--- config.mk ---
export PLATFORM = sky130hd
export DESIGN_NAME = mul_div_unit_flat
export DESIGN_NICKNAME = d
export VERILOG_FILES = /design/src/rtl/mul_div_if.sv /design/src/rtl/mul_div_unit.sv /design/src/flat_wrapper.sv
export SDC_FILE = /design/constraint.sdc
export NUM_CORES = 1
export LEC_CHECK = 0
export ABC_AREA = 1
export CAP_MARGIN = 20
export CELL_PAD_IN_SITES_DETAIL_PLACEMENT = 1
export CELL_PAD_IN_SITES_GLOBAL_PLACEMENT = 1
export CORE_MARGIN = 8
export CORE_UTILIZATION = 38
export CTS_CLUSTER_DIAMETER = 150
export DETAILED_ROUTE_END_ITERATION = 8
export PLACE_DENSITY_LB_ADDON = 0.1
export SLEW_MARGIN = 5
export SYNTH_ARGS = -nofsm -noshare
export SYNTH_HDL_FRONTEND = slang
export SYNTH_SLANG_ARGS = --single-unit
--- constraint.sdc ---
create_clock -name clk -period 2.48 [get_ports clk]
set_clock_uncertainty 0.1 [all_clocks]
set_input_delay 0.496 -clock clk [delete_from_list [all_inputs] [get_ports clk]]
set_output_delay 0.496 -clock clk [all_outputs]
set_load 0.01 [all_outputs]
--- src/rtl/mul_div_if.sv ---
// Operand/result bundle between the execute stage and the multiply/divide unit.
interface mul_div_if #(
  parameter int WIDTH = 32
) ();
  logic             start;
  logic [2:0]       op;
  logic [WIDTH-1:0] A;
  logic [WIDTH-1:0] B;
  logic [WIDTH-1:0] hi;
  logic [WIDTH-1:0] lo;
  logic             busy;
  logic             done;

  modport master (
    output start, op, A, B,
    input  hi, lo, busy, done
  );

  modport slave (
    input  start, op, A, B,
    output hi, lo, busy, done
  );
endinterface

--- src/rtl/mul_div_unit.sv ---
// Iterative radix-2 multiply/divide unit holding the architectural HI/LO pair.
// Multiply and divide share one 2*WIDTH accumulator: the upper half is the
// partial product / running remainder, the lower half is the multiplier /
// dividend being consumed (and the quotient being built for divide).
//
//   state | meaning
//   ------+-------------------------------------------------------------
//   IDLE  | waiting; MTHI/MTLO write directly, MULT/DIV latch operands
//   CALC  | one shift-add / restoring shift-subtract step per edge
//   FIX   | sign correction, HI/LO write, done pulse
module mul_div_unit #(
  parameter int WIDTH = 32
) (
  input logic     clk,
  input logic     rstn,
  mul_div_if.slave bus
);

  localparam int CW = $clog2(WIDTH);

  localparam logic [2:0] OP_MULT  = 3'b000;
  localparam logic [2:0] OP_MULTU = 3'b001;
  localparam logic [2:0] OP_DIV   = 3'b010;
  localparam logic [2:0] OP_DIVU  = 3'b011;
  localparam logic [2:0] OP_MTHI  = 3'b100;
  localparam logic [2:0] OP_MTLO  = 3'b101;

  typedef enum logic [1:0] {
    IDLE = 2'd0,
    CALC = 2'd1,
    FIX  = 2'd2
  } state_t;

  state_t             state_q, state_d;
  logic [CW-1:0]      cnt_q, cnt_d;
  logic               is_div_q, is_div_d;
  logic               neg_q, neg_d;
  logic               sign_a_q, sign_a_d;
  logic [WIDTH-1:0]   opd_q, opd_d;
  logic [2*WIDTH-1:0] acc_q, acc_d;
  logic [WIDTH-1:0]   hi_q, hi_d;
  logic [WIDTH-1:0]   lo_q, lo_d;
  logic               done_q, done_d;

  logic               signed_op;
  logic               sa, sb;
  logic [WIDTH-1:0]   mag_a, mag_b;
  logic [WIDTH:0]     mul_sum;
  logic [2*WIDTH-1:0] mul_next;
  logic [WIDTH:0]     div_shift;
  logic [WIDTH:0]     div_diff;
  logic [2*WIDTH-1:0] div_next;
  logic [2*WIDTH-1:0] prod_fix;
  logic [WIDTH-1:0]   quo_fix;
  logic [WIDTH-1:0]   rem_fix;

  // Operand magnitudes for the signed ops; unsigned ops pass through raw.
  always_comb begin
    signed_op = (bus.op == OP_MULT) || (bus.op == OP_DIV);
    sa        = signed_op & bus.A[WIDTH-1];
    sb        = signed_op & bus.B[WIDTH-1];
    mag_a     = sa ? (~bus.A + 1'b1) : bus.A;
    mag_b     = sb ? (~bus.B + 1'b1) : bus.B;
  end

  // One iteration of each algorithm, plus the final sign fix-up.
  always_comb begin
    mul_sum   = {1'b0, acc_q[2*WIDTH-1:WIDTH]} + (acc_q[0] ? {1'b0, opd_q} : '0);
    mul_next  = {mul_sum, acc_q[WIDTH-1:1]};

    div_shift = acc_q[2*WIDTH-1:WIDTH-1];
    div_diff  = div_shift - {1'b0, opd_q};
    if (!div_diff[WIDTH]) begin
      div_next = {div_diff[WIDTH-1:0], acc_q[WIDTH-2:0], 1'b1};
    end else begin
      div_next = {div_shift[WIDTH-1:0], acc_q[WIDTH-2:0], 1'b0};
    end

    prod_fix  = neg_q ? (~acc_q + 1'b1) : acc_q;
    quo_fix   = neg_q ? (~acc_q[WIDTH-1:0] + 1'b1) : acc_q[WIDTH-1:0];
    // With a zero divisor every step subtracts nothing, so the remainder ends
    // up equal to |A|; restoring the sign of A then yields the raw A.
    rem_fix   = sign_a_q ? (~acc_q[2*WIDTH-1:WIDTH] + 1'b1) : acc_q[2*WIDTH-1:WIDTH];
  end

  // Next-state and datapath control.
  always_comb begin
    state_d  = state_q;
    cnt_d    = cnt_q;
    is_div_d = is_div_q;
    neg_d    = neg_q;
    sign_a_d = sign_a_q;
    opd_d    = opd_q;
    acc_d    = acc_q;
    hi_d     = hi_q;
    lo_d     = lo_q;
    done_d   = 1'b0;

    unique case (state_q)
      IDLE: begin
        if (bus.start) begin
          unique case (bus.op)
            OP_MTHI: hi_d = bus.A;
            OP_MTLO: lo_d = bus.A;
            OP_MULT, OP_MULTU, OP_DIV, OP_DIVU: begin
              is_div_d = bus.op[1];
              neg_d    = sa ^ sb;
              sign_a_d = sa;
              if (bus.op[1]) begin
                opd_d = mag_b;
                acc_d = {{WIDTH{1'b0}}, mag_a};
              end else begin
                opd_d = mag_a;
                acc_d = {{WIDTH{1'b0}}, mag_b};
              end
              cnt_d   = '0;
              state_d = CALC;
            end
            default: ;
          endcase
        end
      end
      CALC: begin
        acc_d = is_div_q ? div_next : mul_next;
        cnt_d = cnt_q + 1'b1;
        if (cnt_q == CW'(WIDTH - 1)) begin
          state_d = FIX;
        end
      end
      FIX: begin
        if (is_div_q) begin
          hi_d = rem_fix;
          lo_d = (opd_q == '0) ? '1 : quo_fix;
        end else begin
          hi_d = prod_fix[2*WIDTH-1:WIDTH];
          lo_d = prod_fix[WIDTH-1:0];
        end
        done_d  = 1'b1;
        state_d = IDLE;
      end
      default: state_d = IDLE;
    endcase
  end

  // State and datapath registers; reset discards any operation in flight.
  always_ff @(posedge clk or negedge rstn) begin
    if (!rstn) begin
      state_q  <= IDLE;
      cnt_q    <= '0;
      is_div_q <= 1'b0;
      neg_q    <= 1'b0;
      sign_a_q <= 1'b0;
      opd_q    <= '0;
      acc_q    <= '0;
      hi_q     <= '0;
      lo_q     <= '0;
      done_q   <= 1'b0;
    end else begin
      state_q  <= state_d;
      cnt_q    <= cnt_d;
      is_div_q <= is_div_d;
      neg_q    <= neg_d;
      sign_a_q <= sign_a_d;
      opd_q    <= opd_d;
      acc_q    <= acc_d;
      hi_q     <= hi_d;
      lo_q     <= lo_d;
      done_q   <= done_d;
    end
  end

  assign bus.hi   = hi_q;
  assign bus.lo   = lo_q;
  assign bus.busy = (state_q != IDLE);
  assign bus.done = done_q;

endmodule

--- src/flat_wrapper.sv ---
// flat-port wrapper written by rule: the top's interface ports become plain ports
module mul_div_unit_flat 
#(
  parameter int WIDTH = 32
)
  (clk, rstn, bus_start, bus_op, bus_A, bus_B, bus_hi, bus_lo, bus_busy, bus_done);
  mul_div_if #(.WIDTH(WIDTH)) bus_i ();
  input logic clk;
  input logic rstn;
  input wire logic [$bits(bus_i.start)-1:0] bus_start;
  input wire logic [$bits(bus_i.op)-1:0] bus_op;
  input wire logic [$bits(bus_i.A)-1:0] bus_A;
  input wire logic [$bits(bus_i.B)-1:0] bus_B;
  output wire logic [$bits(bus_i.hi)-1:0] bus_hi;
  output wire logic [$bits(bus_i.lo)-1:0] bus_lo;
  output wire logic [$bits(bus_i.busy)-1:0] bus_busy;
  output wire logic [$bits(bus_i.done)-1:0] bus_done;
  assign bus_i.start = bus_start;
  assign bus_i.op = bus_op;
  assign bus_i.A = bus_A;
  assign bus_i.B = bus_B;
  assign bus_hi = bus_i.hi;
  assign bus_lo = bus_i.lo;
  assign bus_busy = bus_i.busy;
  assign bus_done = bus_i.done;
  mul_div_unit #(.WIDTH(WIDTH)) u_core (.clk(clk), .rstn(rstn), .bus(bus_i));
endmodule
==> impl_metrics.csv <==
group,metric,value,unit
status,status,"finished with violations",
status,violations,"setup timing",
clock_network,h-tree-depth,4,
cells_and_area,seqCellArea,4320,µm²
yosys,ys.flop_type,"dfrtp_1",
worst_hold_path,worstHoldPathType,"flop to flop",
worst_setup_path,crit_arrival,3.30,ns
yosys,syn_area_per_cell,5.79,µm²
floorplan,fp.dieW,236,µm
cells_and_area,multi_input_area,14000,µm²
yosys,ys_ff_latch,171,
floorplan,pin_count,136,
worst_setup_path,crit_path_max_fanout,8,
global_routing,grt_pass1_wl,165000,µm
yosys,yosysTopAreaCell,"dfrtp_1",
power_and_ir_drop,clkPwrFrac,6.0,%
placement,dp_hpwl,88300,µm
sta,period_share,119,%
global_routing,grt_use_met1,46.4,%
yosys,synth_nets,3317,
power_and_ir_drop,switching_power,0.0263,W
cells_and_area,fill_cells,6417,
routing,ant_nets,0,
yosys,synth_edf_count,0,
power_and_ir_drop,powerDensity,1710,nW/µm²
global_routing,grtUsageTotal,38.5,%
yosys,synth.distinct_cells,46,
power_and_ir_drop,internal-power,0.0211,W
placement,place_congestion,1.05,
power_and_ir_drop,p_sw_share,55.5,%
power_and_ir_drop,power_frac_seq,12.7,%
flow_run,drv_cap,0,
clock_network,clockBufferDepth,2,
routing,route.detailed.drc,0,
yosys,netlist.area_leader.share,23.3,%
sta,maxSlewHeadroom,45.2,%
worst_setup_path,worst_setup_path_start_kind,"flop",
clock_network,cts_root_buf,"clkbuf_16",
power_and_ir_drop,combPwrFrac,81.2,%
placement,placed_area,24600,µm²
global_routing,antenna_found_initial,3,
cells_and_area,fin_nets,3997,
routing,drtPass1Iterations,8,
worst_setup_path,worstSetupEndpointType,"flop",
floorplan,dieHeight,236,µm
cells_and_area,final_common_cell,"nand2_1",
sta,slew_violations,0,
routing,vias,27300,
placement,pre_cts_slack,-0.451,ns
yosys,syn_inst,3175,
floorplan,die_area,55700,µm²
power_and_ir_drop,p_leak,13.5,nW
yosys,syn_area,18400,µm²
sta,hold_viol_final,0,
floorplan,fp.coreArea,47700,µm²
placement,io_buffer_count,135,
sta,worstMarginPinSlew,0.816,ns
global_routing,grt_max_degree,78,
sta,fin_crit,2.96,ns
clock_network,tritoncts,"done",
yosys,async_reset_ff_share,100,%
routing,routed_wl,120000,µm
global_routing,overflow,0,
clock_network,cts-buffers-inserted,17,
clock_network,cts.clk_slew.worst_paths,0.08,ns
yosys,synth.area.top_cells,"dfrtp_1, nand2_1, nor2_1",
clock_network,clkLatencyLatePin,0.51,ns
global_routing,met3_usage,7.93,%
routing,wl_per_cell,26.8,µm
power_and_ir_drop,peakVddDrop,0.715,mV
sta,finalSetupViolations,34,
cells_and_area,area_growth,51.2,%
cells_and_area,final_cell_mix,"nand2_1, buf_4, nor2_1",
routing,via_per_inst,6.08,
global_routing,busiest_layer,"met2",
cells_and_area,final_layout_size_suffix_gt1_share,29.3,%
sta,timing.fmax,338,MHz
worst_setup_path,path_class,"flop to flop",
clock_network,cts_sinks,171,
floorplan,num_rows,80,
routing,drt-initial-drc-count,3085,
global_routing,grt_pass1_vias,27300,
worst_setup_path,crit_required,2.82,ns
yosys,ys_seq_area_share,23.3,%
floorplan,start_util,38.5,%
sta,rsz0062_at_grt,"yes",
cells_and_area,stdcell_area,27800,µm²
sta,finalWorstSetupSlack,-0.477,ns
global_routing,grtUsageMet2,62.4,%
yosys,yosysWarnings,0,
-- layer usage --
layer	part of all wire [%]	vias up
met1	37	13300
met4	8.2	0
met2	45	1746
li1	-	11600
met3	10	625
met5	0	-
-- repair_timing --
item                                   in CTS  in global routing
gates cloned                                1                  3
pin swaps                                  56                 74
endpoints found under the hold margin      38                  0
hold buffers                                1                  0
buffers inserted                           28                 30
gates resized for setup                   289                236
setup endpoints to repair                  34                 67
-- stage by stage --
| stage | std cells | hold slack, ns | setup TNS (ns) | power [W] | util [%] |
|---|---|---|---|---|---|
| 2_1_floorplan | 3175 | 0.100 | -0.0358 | 0.0207 | - |
| 3_3_place_gp | 4389 | 0.369 | -17.93 | 0.0346 | 51.5 |
| 3_5_place_dp | 4389 | 0.372 | -24.84 | 0.0357 | 51.5 |
| 4_1_cts | 4451 | 0.402 | -1.07 | 0.0418 | 55.8 |
| 5_1_grt | 4483 | 0.433 | -10.63 | 0.0492 | 58.2 |
| 6_report | 4486 | 0.403 | -8.62 | 0.0474 | 58.2 |
-- logic make-up after synthesis --
group | after synthesis | share of synthesized area (%)
fa+ha+maj | 72 | 4.98
flops | 171 | 23.3
compound gates | 474 | 14.3
buf+inv | 528 | 11.2
simple gates | 1864 | 43.0
xor+xnor | 66 | 3.14
-- sequential cells by signal, indices dropped and copies added (netlist names), 2 cells and up --
register,count
u_core.state_q,2
u_core.opd_q,32
u_core.bus.hi,32
u_core.bus.lo,32
u_core.cnt_q,5
u_core.acc_q,64
-- worst max-delay path: stages, from the launching register on --
cell and delay, ns:
dfrtp_1 0.45, buf_6 0.18, buf_12 0.14, buf_12 0.14, nand2_1 0.09, inv_2 0.06, ha_4 0.35, nand2_2 0.12
nor2_2 0.15, nand2_2 0.13, nor4_4 0.22, nand2_4 0.11, nand2_1 0.10, nand2_1 0.08, nand3_2 0.10, nand2_1 0.09
inv_1 0.09, nand2_1 0.08, nand2_1 0.11
-- cell usage after synthesis, types with 5 or more instances --
cell type  number
nand3_1       352
o221ai_1       13
a22oi_1        13
inv_1         406
or2_2          11
clkinv_1        5
buf_4           7
buf_2          23
nand2_2        25
xnor2_1        21
o21ai_1        11
xor2_1         45
nor4_1          6
nor2_2          7
a31oi_1        13
nand3_2        10
o21ai_2         5
o21ai_0       152
nand2_1       864
dfrtp_1       171
clkbuf_1       62
nor2_1        481
a21o_1          6
nor3_1         27
inv_2           9
o211ai_1       32
buf_1          13
nand4_1        50
and2_1          6
a21oi_1       209
o21bai_1        6
ha_1           70
nand3b_1       15
-- path summary, 6_finish.rpt --
| kind | to | slack [ns] | start | cells after the start |
|---|---|---|---|---|
| max in group asynchronous | u_core.bus.lo[18] | 1.08 | rstn | 3 |
| setup reg to reg | u_core.acc_q[61] | -0.48 | u_core.acc_q[0] | 18 |
| min in group asynchronous | u_core.cnt_q[0] | 0.42 | rstn | 2 |
| hold reg to reg | u_core.cnt_q[2] | 0.40 | u_core.cnt_q[2] | 1 |
| hold / removal | u_core.cnt_q[2] | 0.40 | u_core.cnt_q[2] | 1 |
| setup / recovery | u_core.acc_q[61] | -0.48 | u_core.acc_q[0] | 18 |
-- cell type report --
type	count	share of cell area (%)
Tap cell	615	2.77
Timing Repair Buffer	769	23.4
Sequential cell	171	15.5
Inverter	420	5.70
Antenna cell	3	0.0270
Clock inverter	13	0.481
Clock buffer	19	1.59
Multi-Input combinational cell	2476	50.5
-- power by group through the flow --
| stage | logic, W | registers, W | clock network, W |
|---|---|---|---|
| after floorplan | 0.0152 | 0.00550 | 0 |
| after global placement | 0.0289 | 0.00574 | 0 |
| after detailed placement | 0.0298 | 0.00581 | 0 |
| after CTS | 0.0331 | 0.00584 | 0.00283 |
| after global routing | 0.0402 | 0.00607 | 0.00294 |
| final | 0.0385 | 0.00605 | 0.00286 |
Note: power is estimated with default switching activity, not from simulation.
